==> src/rtl/stream_pkg.sv <==
// stream_pkg: shared state type and ramp arithmetic for the valid/ready stream
package stream_pkg;
   typedef enum logic [1:0] {IDLE, SEND, FIN} src_state_t;
   localparam int RAMP_MAX_W = 64;
   // Full-width add; callers cast the result down to their own data width,
   // which gives the silent mod 2^W wrap.
   function automatic logic [RAMP_MAX_W-1:0] ramp_next(input logic [RAMP_MAX_W-1:0] data,
                                                       input logic [RAMP_MAX_W-1:0] step);
      return data + step;
   endfunction
endpackage

==> src/rtl/stream_if.sv <==
// stream_if: parameterized valid/ready stream (data, valid from source; ready from sink)
interface stream_if #(parameter int WIDTH = 32);
   logic [WIDTH-1:0] data;
   logic             valid;
   logic             ready;
   modport Src (output data, output valid, input ready);
   modport Snk (input data, input valid, output ready);
endinterface

==> src/rtl/stream_ramp_src.sv <==
// stream_ramp_src: emits a LEN-word arithmetic ramp (BASE, BASE+STEP, ...) per start, honouring backpressure
//   clk   : clock, rising edge
//   rst   : synchronous active-high reset
//   start : burst request, only looked at while idle
//   s     : stream source port (data/valid out, ready in); width taken from the interface
//   busy  : high while a burst or its completion cycle is in progress
//   done  : one-cycle pulse after the last word of a burst
module stream_ramp_src
   import stream_pkg::*;
#(
   parameter int unsigned BASE = 0,
   parameter int unsigned STEP = 1,
   parameter int unsigned LEN  = 8
) (
   input  logic  clk,
   input  logic  rst,
   input  logic  start,
   stream_if.Src s,
   output logic  busy,
   output logic  done
);
   localparam int              W      = $bits(s.data);
   localparam int              CW     = (LEN < 1) ? 1 : $clog2(LEN + 1);
   localparam logic [W-1:0]    BASE_W = W'(BASE);
   localparam logic [W-1:0]    STEP_W = W'(STEP);
   localparam logic [CW-1:0]   LEN_C  = CW'(LEN);
   src_state_t    r_state;
   src_state_t    w_next;
   logic [W-1:0]  r_data;
   logic [CW-1:0] r_rem;
   logic          r_valid;
   logic          r_busy;
   logic          r_done;
   logic          w_xfer;
   logic          w_load;
   logic [W-1:0]  w_sum;
   assign w_sum   = W'(ramp_next(RAMP_MAX_W'(r_data), RAMP_MAX_W'(STEP_W)));
   assign s.data  = r_data;
   assign s.valid = r_valid;
   assign busy    = r_busy;
   assign done    = r_done;
   always_comb begin
      w_xfer = (r_state == SEND) && s.ready;
      w_load = (r_state == IDLE) && start && (LEN != 0);
      w_next = (r_state == IDLE) ? (start ? ((LEN == 0) ? FIN : SEND) : IDLE)
             : (r_state == SEND) ? ((w_xfer && r_rem == CW'(1)) ? FIN : SEND)
             : IDLE;
   end
   // Outputs are registered from the next state so they line up with it
   // and never see ready/start combinationally.
   always_ff @(posedge clk) begin
      if (rst) begin
         r_state <= IDLE;
         r_data  <= '0;
         r_rem   <= '0;
         r_valid <= 1'b0;
         r_busy  <= 1'b0;
         r_done  <= 1'b0;
      end else begin
         r_state <= w_next;
         r_valid <= (w_next == SEND);
         r_busy  <= (w_next != IDLE);
         r_done  <= (w_next == FIN);
         if (w_load) begin
            r_data <= BASE_W;
            r_rem  <= LEN_C;
         end else if (w_xfer) begin
            r_data <= w_sum;
            r_rem  <= r_rem - CW'(1);
         end
      end
   end
endmodule

==> src/flat_wrapper.sv <==
// flat-port wrapper written by rule: the top's interface ports become plain ports
module stream_ramp_src_flat import stream_pkg::*;
#(
   parameter int unsigned BASE = 0,
   parameter int unsigned STEP = 1,
   parameter int unsigned LEN  = 8
)
  (clk, rst, start, busy, done, s_data, s_valid, s_ready);
  stream_if #(.WIDTH(4)) s_i ();
  input  logic clk;
  input  logic rst;
  input  logic start;
  output logic busy;
  output logic done;
  output wire logic [$bits(s_i.data)-1:0] s_data;
  output wire logic [$bits(s_i.valid)-1:0] s_valid;
  input wire logic [$bits(s_i.ready)-1:0] s_ready;
  assign s_data = s_i.data;
  assign s_valid = s_i.valid;
  assign s_i.ready = s_ready;
  stream_ramp_src #(.BASE(BASE), .STEP(STEP), .LEN(LEN)) u_core (.clk(clk), .rst(rst), .start(start), .s(s_i), .busy(busy), .done(done));
endmodule
==> config.mk <==
export PLATFORM = sky130hd
export DESIGN_NAME = stream_ramp_src_flat
export DESIGN_NICKNAME = d
export VERILOG_FILES = /design/src/rtl/stream_pkg.sv /design/src/rtl/stream_if.sv /design/src/rtl/stream_ramp_src.sv /design/src/flat_wrapper.sv
export SDC_FILE = /design/constraint.sdc
export NUM_CORES = 1
export LEC_CHECK = 0
export BUFFER_PORTS_ARGS = -buffer_cell sky130_fd_sc_hd__buf_2
export CAP_MARGIN = 15
export CORE_ASPECT_RATIO = 1.25
export CORE_UTILIZATION = 31
export CTS_CLUSTER_DIAMETER = 120
export DETAILED_ROUTE_END_ITERATION = 16
export GPL_TIMING_DRIVEN = 0
export PLACE_DENSITY = 0.53
export SKIP_CTS_REPAIR_TIMING = 1
export SYNTH_ARGS = -nofsm -noshare
export SYNTH_HDL_FRONTEND = slang
export SYNTH_SLANG_ARGS = --single-unit
export TNS_END_PERCENT = 10
==> constraint.sdc <==
create_clock -name clk -period 1.5 [get_ports clk]
set_input_delay 0.3 -clock clk [delete_from_list [all_inputs] [get_ports clk]]
set_output_delay 0.3 -clock clk [all_outputs]
set_load 0.1 [all_outputs]
# Yosys cells after proc, flatten, opt, wreduce, memory -nomap -nowiden
# Cells that the tools add are included.
totals:
  rom_bits: 0
  in_bits: 4
  mem_count: 0
  reg_bits: 13
  latchBits: 0
  ram_bits: 0
  output_inout_bits: 7
  word_cells: 26
classes:
  div_mod_pow: 0
  n_eq_ne: 4
  n_addsub: 2
  reduce_logical: 7
  shifts: 0
  mux: 6
  n_mul: 0
  bitwise_logic: 0
  magnitude_cmp: 0
op_table:
  columns: ["operator", "count"]
  rows:
  - ["$mux 4", 2]
  - ["$mux 2", 3]
  - ["$add 4x1->4 const B", 1]
  - ["$eq 2x1->1 const B", 2]
  - ["$eq 4x1->1 const B", 1]
  - ["$reduce_bool 2->1", 2]
  - ["$sub 4x1->4 const B", 1]
  - ["$logic_and 1x1->1", 3]
  - ["$eq 2x2->1 const B", 1]
  - ["$logic_not 2->1", 1]
  - ["$reduce_or 2->1", 1]
  - ["$mux 1", 1]

# Logic depth before layout (Yosys ltp)
# Gate-level depths: netlist of the first run.
logic_depth:
  word_depth: 7
  depth_mapped: 5
  ltp_nobuf: 5

# Worst setup path before layout of the first run
# No wires, ideal clock.
synth_timing:
  path_kind: "reg2reg"
  start: "reg u_core.r_data[0], in the netlist u_core.s.data[0]"
  end: "reg u_core.r_data[2], in the netlist u_core.s.data[2]"
  setup_slack_ns: -0.172
  t_arrival_ns: 1.605
  period_less_slack_ns: 1.672
  setup_ns: 0.067
  stages_incl_launch_ff: 5
  n_path_buf: 0
  required_time_ns: 1.433
  path_cell_list: "dfxtp_1 ha_1 nand4b_1 xor2_1 nor2_1"
synth_between:
  elab_chain_len: 1
synth_lines:
  columns: ["item", "line", "rtl"]
  rows:
  - ["start: declaration", "stream_ramp_src.sv:29", "logic [W-1:0] r_data;"]
  - ["start signal: assignment", "stream_ramp_src.sv:68", "r_data <= w_sum;"]
  - ["$add 4x1->4", "stream_pkg.sv:9", "return data + step;"]
# Every way passes these cells.
# A chain may end at the register's enable or synchronous reset.

# Worst setup path in the final report of the first run
layout_timing:
  start: "reg u_core.r_data[2], in the netlist u_core.s.data[2]"
  end: "out s_data[2]"
layout_lines:
  columns: ["item", "line", "rtl"]
  rows:
  - ["end: declaration", "flat_wrapper.sv:15", "output wire logic [$bits(s_i.data)-1:0] s_data;"]
# No word-level cell between the ends.

==> flow_summary.yaml, run 1 <==
outcome:
  run_status: "complete, no violations"
drt:
  routed_wl_um: 971
  final_antenna_net_count: 0
  detail_route.drc_violations: 0
  wire_per_inst_um: 11.6
  detailedRoute.firstPassIterationCount: 4
  vias_after_detailed_routing: 420
  avgViaCountPerCell: 5.00
  drtIter0Drc: 11
setup_path:
  timing.setup.critical_path_class: "register to primary output"
  crit_arrival_ps: 1100
  cp_slowest_cell: "sky130_fd_sc_hd__buf_2"
  critical_path_buffers_and_inverters: 1
  startpoint_type: "register"
  cpLargestDelayFamily: "buffers and inverters"
  r2r_path_start: "u_core.r_state[1]"
  timing.critical_path.cells: "buf_2"
  kind_of_end_point_of_the_critical_path: "primary output"
  worst-path-max-fanout: 3
  launching_instance_or_port_of_the_critical_path: "u_core.s.data[2]"
  critPathRequiredTime_ps: 1200
  max_stage_delay_ps: 450
cts:
  clk_pin_slew_ps: 80
  clock_latency_ps: 270
  cts_inserted_buffers: 3
  cts_sinks: 13
  htree_levels: 1
  cts_max_path_buffers: 2
  root_buffer: "sky130_fd_sc_hd__clkbuf_4"
  tritoncts: "built"
floorplanning:
  std_cell_rows: 16
  initial_utilization: 0.334
  ports_placed_on_the_boundary: 11
  core_region_area_um2: 1560
  die_height_um: 47.9
  floorplan.die.width_um: 38.7
  dieArea_um2: 1850
finish:
  n_fill_cell: 168
  insertedDiodeCount: 0
  fin_nets: 74
  drive_above_1_share: 0.303
  final_cell_area_um2: 623
  area_growth_syn_to_layout_pct: 19.4
yosys:
  synthesis.nets: 59
  synth_cell_types: 22
  synth_top_cell_by_area: "sky130_fd_sc_hd__dfxtp_1"
  postSynthCellCount: 52
  synth_top_area_frac: 0.499
  share_of_the_yosys_chip_area_belonging_to_registers: 0.499
  ys.warnings.count: 0
  syn_area_per_cell_um2: 10.0
  syn_area_um2: 522
  synth.ff_latch_count: 13
  synthTopCellsByArea: "sky130_fd_sc_hd__dfxtp_1 (50%), sky130_fd_sc_hd__ha_1 (7.2%), sky130_fd_sc_hd__xor2_1 (5.0%)"
sta:
  rsz0062_at_grt: "no"
  max_clock_freq_ghz: 0.716
  hold_violations: 0
  min_period_over_period: 0.931
  timing.final.crit_period_ps: 1400
  max_slew_margin: 0.679
  drv_slew: 0
  fin_skew_ps: 5.04
  number_of_setup_violations_in_the_final_report: 0
  worstMarginPinSlew_ps: 485
global_route:
  grt_use_total: 0.124
  maximum_number_of_pins_on_one_net_before_global_route_repair: 11
  grt_antenna_before_repair: 0
  grt-ovfl-total: 0
  global_route_wire_length_before_repair_um: 1520
  vias_in_the_first_global_route: 366
pwr:
  power.ir.vdd_worst_mv: 0.497
  power_leakage_nw: 0.265
  power_density_normalized_to_cell_area_nw_per_um2: 1110
  design_power_total_mw: 0.690
hold_path:
  min-delay-path-class: "input pin to register"
  hold_path_startpoint: "rst"
placed_design:
  post_place_cell_area_um2: 597
  detailedPlacementHpwl_um: 647
  count_of_buffers_from_port_buffering: 10
  place_congestion: 0.635
run:
  max_cap_viol_count: 0
==> routing by layer <==
layer / global-route usage / up-vias / part of all wire
li1: - / 211 / -
met1: 0.165 / 194 / 0.48
met2: 0.167 / 13 / 0.44
met3: 0.0279 / 2 / 0.069
met4: 0.103 / 0 / 0.0093
met5: 0 / - / 0
==> cells by family (layout without fill, tap and decap cells) <==
family / Yosys count / after routing / share of synthesized area
AND/OR/NAND/NOR: 21 / 21 / 0.230
flip-flops: 13 / 13 / 0.499
AO/OA/AOI/OAI: 7 / 7 / 0.0887
multiplexers: 1 / 1 / 0.0192
XOR/XNOR: 4 / 4 / 0.0672
adder cells (fa/ha/maj): 3 / 3 / 0.0720
buffers and inverters: 3 / 17 / 0.0240
==> state kept, by name, indices dropped and copies added (netlist names) <==
signal / flops
u_core.done: 1
u_core.r_rem: 4
u_core.busy: 1
u_core.s.data: 4
u_core.s.valid: 1
u_core.r_state: 2
==> cell usage in the layout (no fill, tap or decap) <==
cell | Yosys | layout
sky130_fd_sc_hd__xor2_1 | 3 | 3
sky130_fd_sc_hd__clkbuf_1 | 0 | 1
sky130_fd_sc_hd__dfxtp_2 | 0 | 2
sky130_fd_sc_hd__buf_2 | 1 | 11
sky130_fd_sc_hd__nand3b_1 | 1 | 1
sky130_fd_sc_hd__clkbuf_4 | 0 | 3
sky130_fd_sc_hd__o21ai_0 | 2 | 2
sky130_fd_sc_hd__nor2_1 | 6 | 6
sky130_fd_sc_hd__a21oi_1 | 2 | 2
sky130_fd_sc_hd__xnor2_1 | 1 | 1
sky130_fd_sc_hd__inv_1 | 2 | 2
sky130_fd_sc_hd__or2_2 | 1 | 1
sky130_fd_sc_hd__o31a_2 | 2 | 2
sky130_fd_sc_hd__nand2b_1 | 2 | 2
sky130_fd_sc_hd__a31oi_1 | 1 | 1
sky130_fd_sc_hd__nand4b_1 | 2 | 2
sky130_fd_sc_hd__nor3_1 | 1 | 1
sky130_fd_sc_hd__dfxtp_1 | 13 | 11
sky130_fd_sc_hd__nand3_1 | 1 | 1
sky130_fd_sc_hd__or3_1 | 3 | 3
sky130_fd_sc_hd__mux2i_1 | 1 | 1
sky130_fd_sc_hd__ha_1 | 3 | 3
sky130_fd_sc_hd__or3b_2 | 1 | 1
sky130_fd_sc_hd__nor4_1 | 2 | 2
sky130_fd_sc_hd__nand2_1 | 1 | 1
==> worst reg2reg max path, stage by stage, from the launching register on <==
cell and delay [ps]:
sky130_fd_sc_hd__dfxtp_1 350, sky130_fd_sc_hd__or3b_2 490, sky130_fd_sc_hd__nand2b_1 250, sky130_fd_sc_hd__nor2_1 80
==> final timing paths <==
kind,slack [ps],endpoint,cells past startpoint
worst max register to register,210,u_core.s.data[0],3
worst min register to register,490,u_core.r_rem[1],2
worst max-delay path,100,s_data[2],1
worst min-delay path,230,u_core.r_rem[3],2
==> stage by stage <==
stage                     utilization  std cells  hold WS (ps)  TNS [ps]  setup WS [ps]
after floorplan                     -         52           369      -135           -135
after global routing            0.399         84           228         0           63.2
after global placement          0.382         80           464         0            174
final                           0.399         84           228         0            103
after detailed placement        0.382         80           475         0            193
after CTS                       0.399         84           224         0           91.2
==> area by class of cell <==
| type | instances | area, um2 | area share |
|---|---|---|---|
| Tap cell | 18 | 22.5 | 0.0361 |
| Multi-Input combinational cell | 36 | 249 | 0.400 |
| Inverter | 2 | 7.51 | 0.0120 |
| Sequential cell | 13 | 263 | 0.422 |
| Timing Repair Buffer | 10 | 50.0 | 0.0803 |
| Clock buffer | 4 | 26.3 | 0.0422 |
| Buffer | 1 | 5.00 | 0.00803 |
==> cells in the mapped netlist <==
| library cell | instances |
|---|---|
| sky130_fd_sc_hd__xor2_1 | 3 |
| sky130_fd_sc_hd__dfxtp_1 | 13 |
| sky130_fd_sc_hd__inv_1 | 2 |
| sky130_fd_sc_hd__ha_1 | 3 |
| sky130_fd_sc_hd__a31oi_1 | 1 |
| sky130_fd_sc_hd__a21oi_1 | 2 |
| sky130_fd_sc_hd__buf_2 | 1 |
| sky130_fd_sc_hd__xnor2_1 | 1 |
| sky130_fd_sc_hd__nand2b_1 | 2 |
| sky130_fd_sc_hd__nand2_1 | 1 |
| sky130_fd_sc_hd__nand3b_1 | 1 |
| sky130_fd_sc_hd__nand3_1 | 1 |
| sky130_fd_sc_hd__nor2_1 | 6 |
| sky130_fd_sc_hd__or2_2 | 1 |
| sky130_fd_sc_hd__nor4_1 | 2 |
| sky130_fd_sc_hd__o31a_2 | 2 |
| sky130_fd_sc_hd__or3b_2 | 1 |
| sky130_fd_sc_hd__o21ai_0 | 2 |
| sky130_fd_sc_hd__nand4b_1 | 2 |
| sky130_fd_sc_hd__mux2i_1 | 1 |
| sky130_fd_sc_hd__or3_1 | 3 |
| sky130_fd_sc_hd__nor3_1 | 1 |
==> where the power goes <==
part,internal (mW),switching (mW)
combinational,0.0295,0.0723
clock,0.103,0.114
sequential,0.360,0.0115
total,0.492,0.197
No activity file was read; power rests on OpenSTA's default activity.
==> run 2, diff against run 1 <==
CORE_AREA = 2 2 39 41   (was unset)
CORE_ASPECT_RATIO = unset   (was 1.25)
CORE_UTILIZATION = unset   (was 31)
DIE_AREA = 0 0 41 43   (was unset)
PLACE_DENSITY = 0.63   (was 0.53)
==> flow_summary.yaml, run 2 (synthesis gave the netlist of run 1 again) <==
placed_design:
  post_place_cell_area_um2: 594
  detailedPlacementHpwl_um: 645
  place_worst_setup_slack_ps: 188
  place_congestion: 0.696
  count_of_buffers_from_port_buffering: 10
drt:
  routed_wl_um: 905
  final_antenna_net_count: 0
  detail_route.drc_violations: 0
  vias_after_detailed_routing: 406
  avgViaCountPerCell: 4.95
  wire_per_inst_um: 11.0
  drtIter0Drc: 2
  detailedRoute.firstPassIterationCount: 2
pwr:
  power_density_normalized_to_cell_area_nw_per_um2: 1110
  p_sw_frac: 0.286
  p_comb_frac: 0.147
  power.ir.vdd_worst_mv: 0.477
  design_power_total_mw: 0.690
  share_clk_of_total_power: 0.316
  seq_power_share: 0.537
  p_switching_mw: 0.197
  power_leakage_nw: 0.265
  internal_power_mw: 0.492
setup_path:
  timing.critical_path.cells: "buf_2"
  cp_slowest_cell: "sky130_fd_sc_hd__buf_2"
  startpoint_type: "register"
  ff2ff_path_depth: 3
  critPathRequiredTime_ps: 1200
  max_stage_delay_ps: 440
  critical_path_buffers_and_inverters: 1
  cpLargestDelayFamily: "buffers and inverters"
  timing.rr.end: "u_core.s.data[0]"
  crit_arrival_ps: 1090
  r2r_path_start: "u_core.r_state[1]"
  worst-r2r-setup-slack_ps: 220
  kind_of_end_point_of_the_critical_path: "primary output"
  timing.setup.critical_path_class: "register to primary output"
  worst-path-max-fanout: 3
floorplanning:
  ports_placed_on_the_boundary: 11
  core_region_area_um2: 1380
  floorplan.die.width_um: 41
  die_height_um: 43
  dieArea_um2: 1760
  std_cell_rows: 14
  initial_utilization: 0.377
cts:
  clk_pin_slew_ps: 80
  cts_inserted_buffers: 3
  htree_levels: 1
  root_buffer: "sky130_fd_sc_hd__clkbuf_4"
  cts_max_path_buffers: 2
  cts_sinks: 13
  clock_latency_ps: 280
  tritoncts: "built"
hold_path:
  hold_path_startpoint: "rst"
  min-delay-path-class: "input pin to register"
  holdPathEnd: "u_core.r_rem[3]"
  hold_path_depth: 2
sta:
  final_setup_tns_ps: 0
  max_clock_freq_ghz: 0.718
  drv_slew: 0
  rsz0062_at_grt: "no"
  timing.final.crit_period_ps: 1390
  fin_skew_ps: 2.76
  min_period_over_period: 0.928
  max_slew_margin: 0.679
  hold_violations: 0
  number_of_setup_violations_in_the_final_report: 0
  worstMarginPinSlew_ps: 484
  timing.final.ws_setup_ps: 108
global_route:
  global_route_wire_length_before_repair_um: 1340
  maximum_number_of_pins_on_one_net_before_global_route_repair: 11
  vias_in_the_first_global_route: 321
  grt_use_total: 0.125
  grt_antenna_before_repair: 0
  grt-ovfl-total: 0
finish:
  drive_above_1_share: 0.303
  layout_common_cells: "sky130_fd_sc_hd__buf_2 (11), sky130_fd_sc_hd__dfxtp_1 (11), sky130_fd_sc_hd__nor2_1 (6)"
  fin_nets: 74
  area_growth_syn_to_layout_pct: 18.9
  final_cell_area_um2: 621
  insertedDiodeCount: 0
outcome:
  run_status: "complete, no violations"
run:
  max_cap_viol_count: 0
run 2: cell counts in the layout (fill, tap and decap cells not counted):
No cell type changed its count.
run 2: metrics by stage:
stage,hold slack (ps),utilization,std cells
detailed placement,467,0.429,78
finish,227,0.448,82
global placement,463,0.429,78
global route,218,0.448,82
floorplan,369,-,52
CTS,220,0.448,82
run 2: power by group through the flow:
stage / Clock, mW / Combinational, mW / Sequential, mW
floorplan: 0 / 0.0411 / 0.418
global placement: 0 / 0.102 / 0.378
detailed placement: 0 / 0.102 / 0.378
CTS: 0.226 / 0.102 / 0.370
global route: 0.238 / 0.109 / 0.373
finish: 0.218 / 0.101 / 0.370
run 2: area by class of cell:
type,count,area (um2)
buffer,1,5.00
clock buffer,4,26.3
fill,146,763
inverter,2,7.51
multi-input combinational,36,249
sequential,13,263
tap,16,20.0
timing repair buffer,10,50.0
run 2: how the worst max path moves through the flow:
| stage | startpoint | end | cells past startpoint | slack [ps] |
|---|---|---|---|---|
| after floorplan | u_core.s.data[2] | u_core.s.data[3] | 3 | -130 |
| after global placement | start | u_core.s.data[1] | 4 | 190 |
| after detailed placement | start | u_core.r_rem[0] | 4 | 190 |
| after CTS | u_core.s.data[2] | s_data[2] | 1 | 90 |
| after global routing | u_core.s.data[2] | s_data[2] | 1 | 70 |
| final | u_core.s.data[2] | s_data[2] | 1 | 110 |
run 2: layer usage:
layer | global-route usage | routed length (um)
met5 | 0 | 0
met4 | 0.140 | 42
met3 | 0.0471 | 52
met2 | 0.144 | 353
met1 | 0.157 | 457
